## src/rtl/ar_pkg.sv

```systemverilog
// Shared constants and types for ar_fifo_unpacker: lane-ratio helpers, lane index and state types.
package ar_pkg;

   localparam int unsigned IWIDTH_DEF = 128;
   localparam int unsigned OWIDTH_DEF = 32;

   function automatic int unsigned ratio_f(input int unsigned iw, input int unsigned ow);
      return iw / ow;
   endfunction

   // A ratio of 1 would collapse the lane index to zero bits; keep at least one.
   function automatic int unsigned lane_w_f(input int unsigned iw, input int unsigned ow);
      return (iw / ow > 1) ? $clog2(iw / ow) : 1;
   endfunction

   localparam int unsigned LANE_W_DEF = lane_w_f(IWIDTH_DEF, OWIDTH_DEF);

   typedef logic [LANE_W_DEF-1:0] lane_t;

   typedef enum logic {
      ST_EMPTY = 1'b0,
      ST_HOLD  = 1'b1
   } state_e;

endpackage

```

## src/rtl/ar_fifo_unpacker_if.sv

```systemverilog
// FIFO-side (DEQ/EMPTY_N show-ahead) and consumer-side (valid/ready) signals of the unpacker.
// Output handshake: a lane transfers in any cycle where O_VALID && O_READY; while
// O_VALID=1 and O_READY=0 the producer holds O_DATA/O_LANE/O_EOM stable.
interface ar_fifo_unpacker_if
   import ar_pkg::*;
#(
   parameter int unsigned iwidth = 128,
   parameter int unsigned owidth = 32,
   parameter int unsigned lwidth = 16
);
   localparam int unsigned LANE_W = lane_w_f(iwidth, owidth);

   logic              F_EMPTY_N;
   logic [iwidth-1:0] F_DATA;
   logic              F_DEQ;
   logic              O_VALID;
   logic              O_READY;
   logic [owidth-1:0] O_DATA;
   logic [LANE_W-1:0] O_LANE;
   logic [lwidth-1:0] MSG_LEN;
   logic              O_EOM;

   modport slave (
      input  F_EMPTY_N, F_DATA, O_READY, MSG_LEN,
      output F_DEQ, O_VALID, O_DATA, O_LANE, O_EOM
   );

   modport master (
      output F_EMPTY_N, F_DATA, O_READY, MSG_LEN,
      input  F_DEQ, O_VALID, O_DATA, O_LANE, O_EOM
   );

endinterface

```

## src/rtl/ar_msg_counter.sv

```systemverilog
// Message-length tracker: samples MSG_LEN on a message's first accepted narrow word and
// flags the last word (EOM). Only built when AR_UNPACK_MSGLEN_EN is defined.
module ar_msg_counter #(
   parameter int unsigned lwidth = 16
) (
   input  logic              CLK,
   input  logic              RST_N,
   input  logic              CLR,
   input  logic              valid_i,
   input  logic              accept_i,
   input  logic [lwidth-1:0] msg_len_i,
   output logic              eom_o
);

   logic [lwidth-1:0] len_q, len_d;
   logic [lwidth-1:0] cnt_q, cnt_d;
   logic [lwidth-1:0] eff_len;
   logic              first_word;

   assign first_word = (cnt_q == '0);

   // The first word of a message uses the live MSG_LEN so a 1-word message can flag EOM at once.
   always_comb begin
      eff_len = len_q;
      if (first_word) begin
         eff_len = (msg_len_i == '0) ? lwidth'(1) : msg_len_i;
      end
   end

   assign eom_o = valid_i && (cnt_q == (eff_len - 1'b1));

   always_comb begin
      len_d = len_q;
      cnt_d = cnt_q;
      if (CLR) begin
         len_d = '0;
         cnt_d = '0;
      end else if (accept_i) begin
         if (first_word) begin
            len_d = eff_len;
         end
         cnt_d = eom_o ? '0 : cnt_q + 1'b1;
      end
   end

   always_ff @(posedge CLK or negedge RST_N) begin
      if (!RST_N) begin
         len_q <= '0;
         cnt_q <= '0;
      end else begin
         len_q <= len_d;
         cnt_q <= cnt_d;
      end
   end

endmodule

```

## src/rtl/ar_fifo_unpacker.sv

```systemverilog
// Drains wide words from a show-ahead FIFO and emits them LS lane first on valid/ready.
// Optional message-length / end-of-message tracking is enabled by AR_UNPACK_MSGLEN_EN.
module ar_fifo_unpacker
   import ar_pkg::*;
#(
   parameter int unsigned iwidth = 128,
   parameter int unsigned owidth = 32,
   parameter int unsigned lwidth = 16
) (
   input  logic                CLK,
   input  logic                RST_N,
   input  logic                CLR,
   ar_fifo_unpacker_if.slave   bus,
   output state_e              dbg_state_o
);

   localparam int unsigned RATIO  = ratio_f(iwidth, owidth);
   localparam int unsigned LANE_W = lane_w_f(iwidth, owidth);
   localparam logic [LANE_W-1:0] LAST_LANE = LANE_W'(RATIO - 1);

   state_e            state_q, state_d;
   logic [iwidth-1:0] hold_q, hold_d;
   logic [LANE_W-1:0] lane_q, lane_d;

   logic              o_valid;
   logic              accept;
   logic              eom;
   logic              free_hold;
   logic              deq;
   logic [owidth-1:0] o_data;

   assign o_valid   = (state_q == ST_HOLD);
   assign accept    = o_valid && bus.O_READY;
   assign free_hold = accept && ((lane_q == LAST_LANE) || eom);
   // Combinational from O_READY so the next word loads in the same cycle the last lane leaves.
   assign deq       = RST_N && !CLR && bus.F_EMPTY_N && (!o_valid || free_hold);

   always_comb begin
      state_d = state_q;
      hold_d  = hold_q;
      lane_d  = lane_q;
      if (CLR) begin
         state_d = ST_EMPTY;
         hold_d  = '0;
         lane_d  = '0;
      end else if (deq) begin
         state_d = ST_HOLD;
         hold_d  = bus.F_DATA;
         lane_d  = '0;
      end else if (free_hold) begin
         state_d = ST_EMPTY;
         lane_d  = '0;
      end else if (accept) begin
         lane_d  = lane_q + 1'b1;
      end
   end

   always_ff @(posedge CLK or negedge RST_N) begin
      if (!RST_N) begin
         state_q <= ST_EMPTY;
         hold_q  <= '0;
         lane_q  <= '0;
      end else begin
         state_q <= state_d;
         hold_q  <= hold_d;
         lane_q  <= lane_d;
      end
   end

   always_comb begin
      o_data = '0;
      for (int unsigned i = 0; i < RATIO; i++) begin
         if (lane_q == LANE_W'(i)) begin
            o_data = hold_q[i*owidth +: owidth];
         end
      end
   end

`ifdef AR_UNPACK_MSGLEN_EN
   ar_msg_counter #(
      .lwidth (lwidth)
   ) u_msg_counter (
      .CLK       (CLK),
      .RST_N     (RST_N),
      .CLR       (CLR),
      .valid_i   (o_valid),
      .accept_i  (accept),
      .msg_len_i (bus.MSG_LEN),
      .eom_o     (eom)
   );
`else
   logic unused_msg_len;
   assign unused_msg_len = ^bus.MSG_LEN;
   assign eom            = 1'b0;
`endif

   assign bus.F_DEQ   = deq;
   assign bus.O_VALID = o_valid;
   assign bus.O_DATA  = o_data;
   assign bus.O_LANE  = lane_q;
   assign bus.O_EOM   = eom;
   assign dbg_state_o = state_q;

endmodule

```

## src/flat_wrapper.sv

```systemverilog
// flat-port wrapper written by rule: the top's interface ports become plain ports
module ar_fifo_unpacker_flat import ar_pkg::*;
#(
   parameter int unsigned iwidth = 128,
   parameter int unsigned owidth = 32,
   parameter int unsigned lwidth = 16
)
  (CLK, RST_N, CLR, dbg_state_o, bus_F_EMPTY_N, bus_F_DATA, bus_O_READY, bus_MSG_LEN, bus_F_DEQ, bus_O_VALID, bus_O_DATA, bus_O_LANE, bus_O_EOM);
  ar_fifo_unpacker_if #(.iwidth(iwidth), .owidth(owidth), .lwidth(lwidth)) bus_i ();
  input  logic CLK;
  input  logic RST_N;
  input  logic CLR;
  output state_e dbg_state_o;
  input wire logic [$bits(bus_i.F_EMPTY_N)-1:0] bus_F_EMPTY_N;
  input wire logic [$bits(bus_i.F_DATA)-1:0] bus_F_DATA;
  input wire logic [$bits(bus_i.O_READY)-1:0] bus_O_READY;
  input wire logic [$bits(bus_i.MSG_LEN)-1:0] bus_MSG_LEN;
  output wire logic [$bits(bus_i.F_DEQ)-1:0] bus_F_DEQ;
  output wire logic [$bits(bus_i.O_VALID)-1:0] bus_O_VALID;
  output wire logic [$bits(bus_i.O_DATA)-1:0] bus_O_DATA;
  output wire logic [$bits(bus_i.O_LANE)-1:0] bus_O_LANE;
  output wire logic [$bits(bus_i.O_EOM)-1:0] bus_O_EOM;
  assign bus_i.F_EMPTY_N = bus_F_EMPTY_N;
  assign bus_i.F_DATA = bus_F_DATA;
  assign bus_i.O_READY = bus_O_READY;
  assign bus_i.MSG_LEN = bus_MSG_LEN;
  assign bus_F_DEQ = bus_i.F_DEQ;
  assign bus_O_VALID = bus_i.O_VALID;
  assign bus_O_DATA = bus_i.O_DATA;
  assign bus_O_LANE = bus_i.O_LANE;
  assign bus_O_EOM = bus_i.O_EOM;
  ar_fifo_unpacker #(.iwidth(iwidth), .owidth(owidth), .lwidth(lwidth)) u_core (.CLK(CLK), .RST_N(RST_N), .CLR(CLR), .bus(bus_i), .dbg_state_o(dbg_state_o));
endmodule
```

## config.mk

```make
export PLATFORM = sky130hd
export DESIGN_NAME = ar_fifo_unpacker_flat
export DESIGN_NICKNAME = d
export VERILOG_FILES = /design/src/rtl/ar_pkg.sv /design/src/rtl/ar_fifo_unpacker_if.sv /design/src/rtl/ar_msg_counter.sv /design/src/rtl/ar_fifo_unpacker.sv /design/src/flat_wrapper.sv
export SDC_FILE = /design/constraint.sdc
export NUM_CORES = 1
export LEC_CHECK = 0
export CORE_MARGIN = 2
export CORE_UTILIZATION = 45
export DETAILED_ROUTE_END_ITERATION = 8
export PLACE_DENSITY = 0.74
export SLEW_MARGIN = 15
export SYNTH_ARGS = -nofsm -noshare
export SYNTH_HDL_FRONTEND = slang
export SYNTH_SLANG_ARGS = --single-unit
```

## constraint.sdc

```tcl
create_clock -name CLK -period 2.6 [get_ports CLK]
set_input_delay 0.78 -clock CLK [delete_from_list [all_inputs] [get_ports CLK]]
set_output_delay 0.78 -clock CLK [all_outputs]
set_load 0.02 [all_outputs]
```

==> impl_results.md <==
* Status: finished with violations
* Failing checks: setup timing
* Buffer depth of the longest clock path at 2
* Most frequent cells after synthesis: nand2_1 (161), dfrtp_1 (131), nand3_1 (128)
* Setup crit end kind: output pin
* Syn Nets at 911
* Synth cell types at 27
* FP Rows at 45
* Max_slew headroom at 44.9%
* Unrepaired setup endpoints after global routing: true
* Crit-path max FO at 7
* Wire length per cell at 20.0 um
* GRT Util Overall at 27.3%
* I/O pin total at 187
* CTS Sinks at 131
* TritonRoute pass-1 iters at 6
* Die area at 16300 sq um
* Routed Antenna Nets at 0
* GRT overflow at 0
* Die height at 128 um
* LEAKAGE at 4.73 nW
* Gpl congestion at 0.800
* Overall die width at 128 um
* Worst vdd ir at 0.446 mV
* Latest clock arrival within the worst-skew pair at 420 ps
* Final setup vio count at 32
* Final clock skew at 4.44 ps
* Via density per instance at 6.02
* Leading area contributor after synthesis: dfrtp_1
* Htree depth at 4
* Fin crit share at 111%
* Max Slew Vio Count at 0
* Dominant cell by count in the synthesized netlist: nand2_1
* Area delta synth->final at 46.2%
* Pre-CTS WS at -482 ps
* Layout cell share with drive strength beyond 1 at 21.5%
* Fin crit period at 2880 ps
* Synth warn at 0
* Final Net Count at 1059
* First-pass GRT wire length at 35.1 mm
* DR vias at 6656
* Post-synth EDFFs at 0
* Post-Synthesis Cell Area at 6880 sq um
* Critical Path RT at 1820 ps
* Register bit total from synthesis at 131
* Maximum number of pins on one net before global-route repair at 83
* WL final at 22.2 mm
* Synth area leaders: dfrtp_1 (48%), o211ai_1 (14%), nand3_1 (9.3%)
* Hold WC Path Type: primary input to async pin
* Starting DRC count in detailed routing at 685
* Initial Utilization at 45.6%
* Initial antenna violation count at 0
* F_max at 0.347 GHz
* Num CTS Buffers at 17
* Worst setup margin at -283 ps
* CP Class: flop to output pin
* Top cell type's share of synthesized area at 47.6%
* Register area share after synthesis at 47.6%
* Hold_buf cts at 0
* Port buffer count at 169
* Maximum capacitance violations at 0
* Worst Path Arrival at 2100 ps
* Avg Inst Size Synth at 9.08 sq um
* Post-DP HPWL at 12.8 mm
* CTS root buf: clkbuf_16
* Slew at the pin closest to its max-slew limit at 826 ps
* Mapped Cells at 758
* DRC viols at 0
* Core area at 15100 sq um
* # diodes at 0
* Clock Pin Slew Worst Setup and Hold Paths at 50 ps
* Hold_ws at 470 ps
* CTS tree: done
* Power per cell area at 529 nW/um^2
* CP Launch Type: flop
* Synth Flop Type: dfrtp_1
* Total power at 5.32 mW
* Vias in the first global route at 6543
* Final hold violations at 0
* Ys async rst share at 100%
-- cell families (layout without fill, tap and decap cells) --
group	after synthesis	count (layout)	share of synthesized area [%]
adder cells (fa/ha/maj)	4	4	0.727
other	1	1	0.0545
AND/OR/NAND/NOR	326	326	21.6
buffers and inverters	97	257	7.76
multiplexers	2	2	0.291
AO/OA/AOI/OAI	197	197	22.0
flip-flops	131	131	47.6
-- critical path, stage by stage, from the launching register on --
cell and delay [ps]:
dfrtp_2 450, inv_2 100, buf_6 100, ha_4 240, buf_6 140, buf_16 140
a221oi_2 50, o31ai_2 250, buf_4 190
-- layout by cell type, fill, tap and decap left out, types with 18 or more instances in the layout --
| cell | n |
|---|---|
| clkbuf_16 | 18 |
| nand2_1 | 160 |
| buf_4 | 53 |
| dfrtp_1 | 130 |
| clkdlybuf4s50_1 | 135 |
| o31ai_2 | 29 |
| nand3_1 | 128 |
| nor2b_1 | 26 |
| o211ai_1 | 127 |
| a221oi_2 | 24 |
-- per-layer routing --
metal	up-vias	wire length [um]	track usage (%)
li1	3061	-	-
met1	3300	9990	39.0
met2	266	10400	42.6
met3	29	1420	5.43
met4	0	405	7.56
met5	-	0	0
-- final timing paths --
kind	cells past startpoint	slack, ps	to	from
min in group CLK	2	520	u_core.hold_q[101]	u_core.hold_q[101]
min reg2reg	2	520	u_core.hold_q[101]	u_core.hold_q[101]
max	8	-280	bus_O_DATA[20]	u_core.bus.O_LANE[0]
min	2	470	u_core.hold_q[98]	RST_N
max in group asynchronous	4	930	u_core.bus.O_LANE[0]	RST_N
max reg2reg	8	200	u_core.hold_q[68]	u_core.bus.O_LANE[0]
-- layout make-up --
type / instances / area (sq um)
sequential: 131 / 3280
clock buffer: 26 / 509
inverter: 4 / 17.5
fill: 1160 / 5030
clock inverter: 5 / 25.0
multi-input combinational: 530 / 3630
tap: 188 / 235
timing repair buffer: 222 / 2360
-- stage by stage --
step	setup TNS (ps)	instances	utilization, %	area [sq um]
2_1_floorplan	0	758	-	7030
6_report	-7400	1106	66.7	10100
3_5_place_dp	-40840	1060	59.1	8910
3_3_place_gp	-40290	1060	59.1	8910
4_1_cts	-7080	1104	65.2	9850
5_1_grt	-9320	1106	66.7	10100
-- power breakdown --
group / internal [mW] / leakage, nW / switching [mW]
logic: 0.439 / 2.68 / 0.481
clock network: 1.33 / 0.270 / 0.860
registers: 2.14 / 1.78 / 0.0749
total: 3.91 / 4.73 / 1.42
-- repair_timing --
item / 4_1_cts / 5_1_grt
cloned: 5 / 1
buffers inserted: 9 / 0
resized for setup: 225 / 29
endpoints found under the setup margin: 103 / 103
pin swaps: 20 / 9
-- state kept, by name, indices dropped and copies added, names as in the netlist --
name and count:
u_core.bus.O_VALID 1, u_core.bus.O_LANE 2, u_core.hold_q 128
No activity file was read; power rests on OpenSTA's default activity.
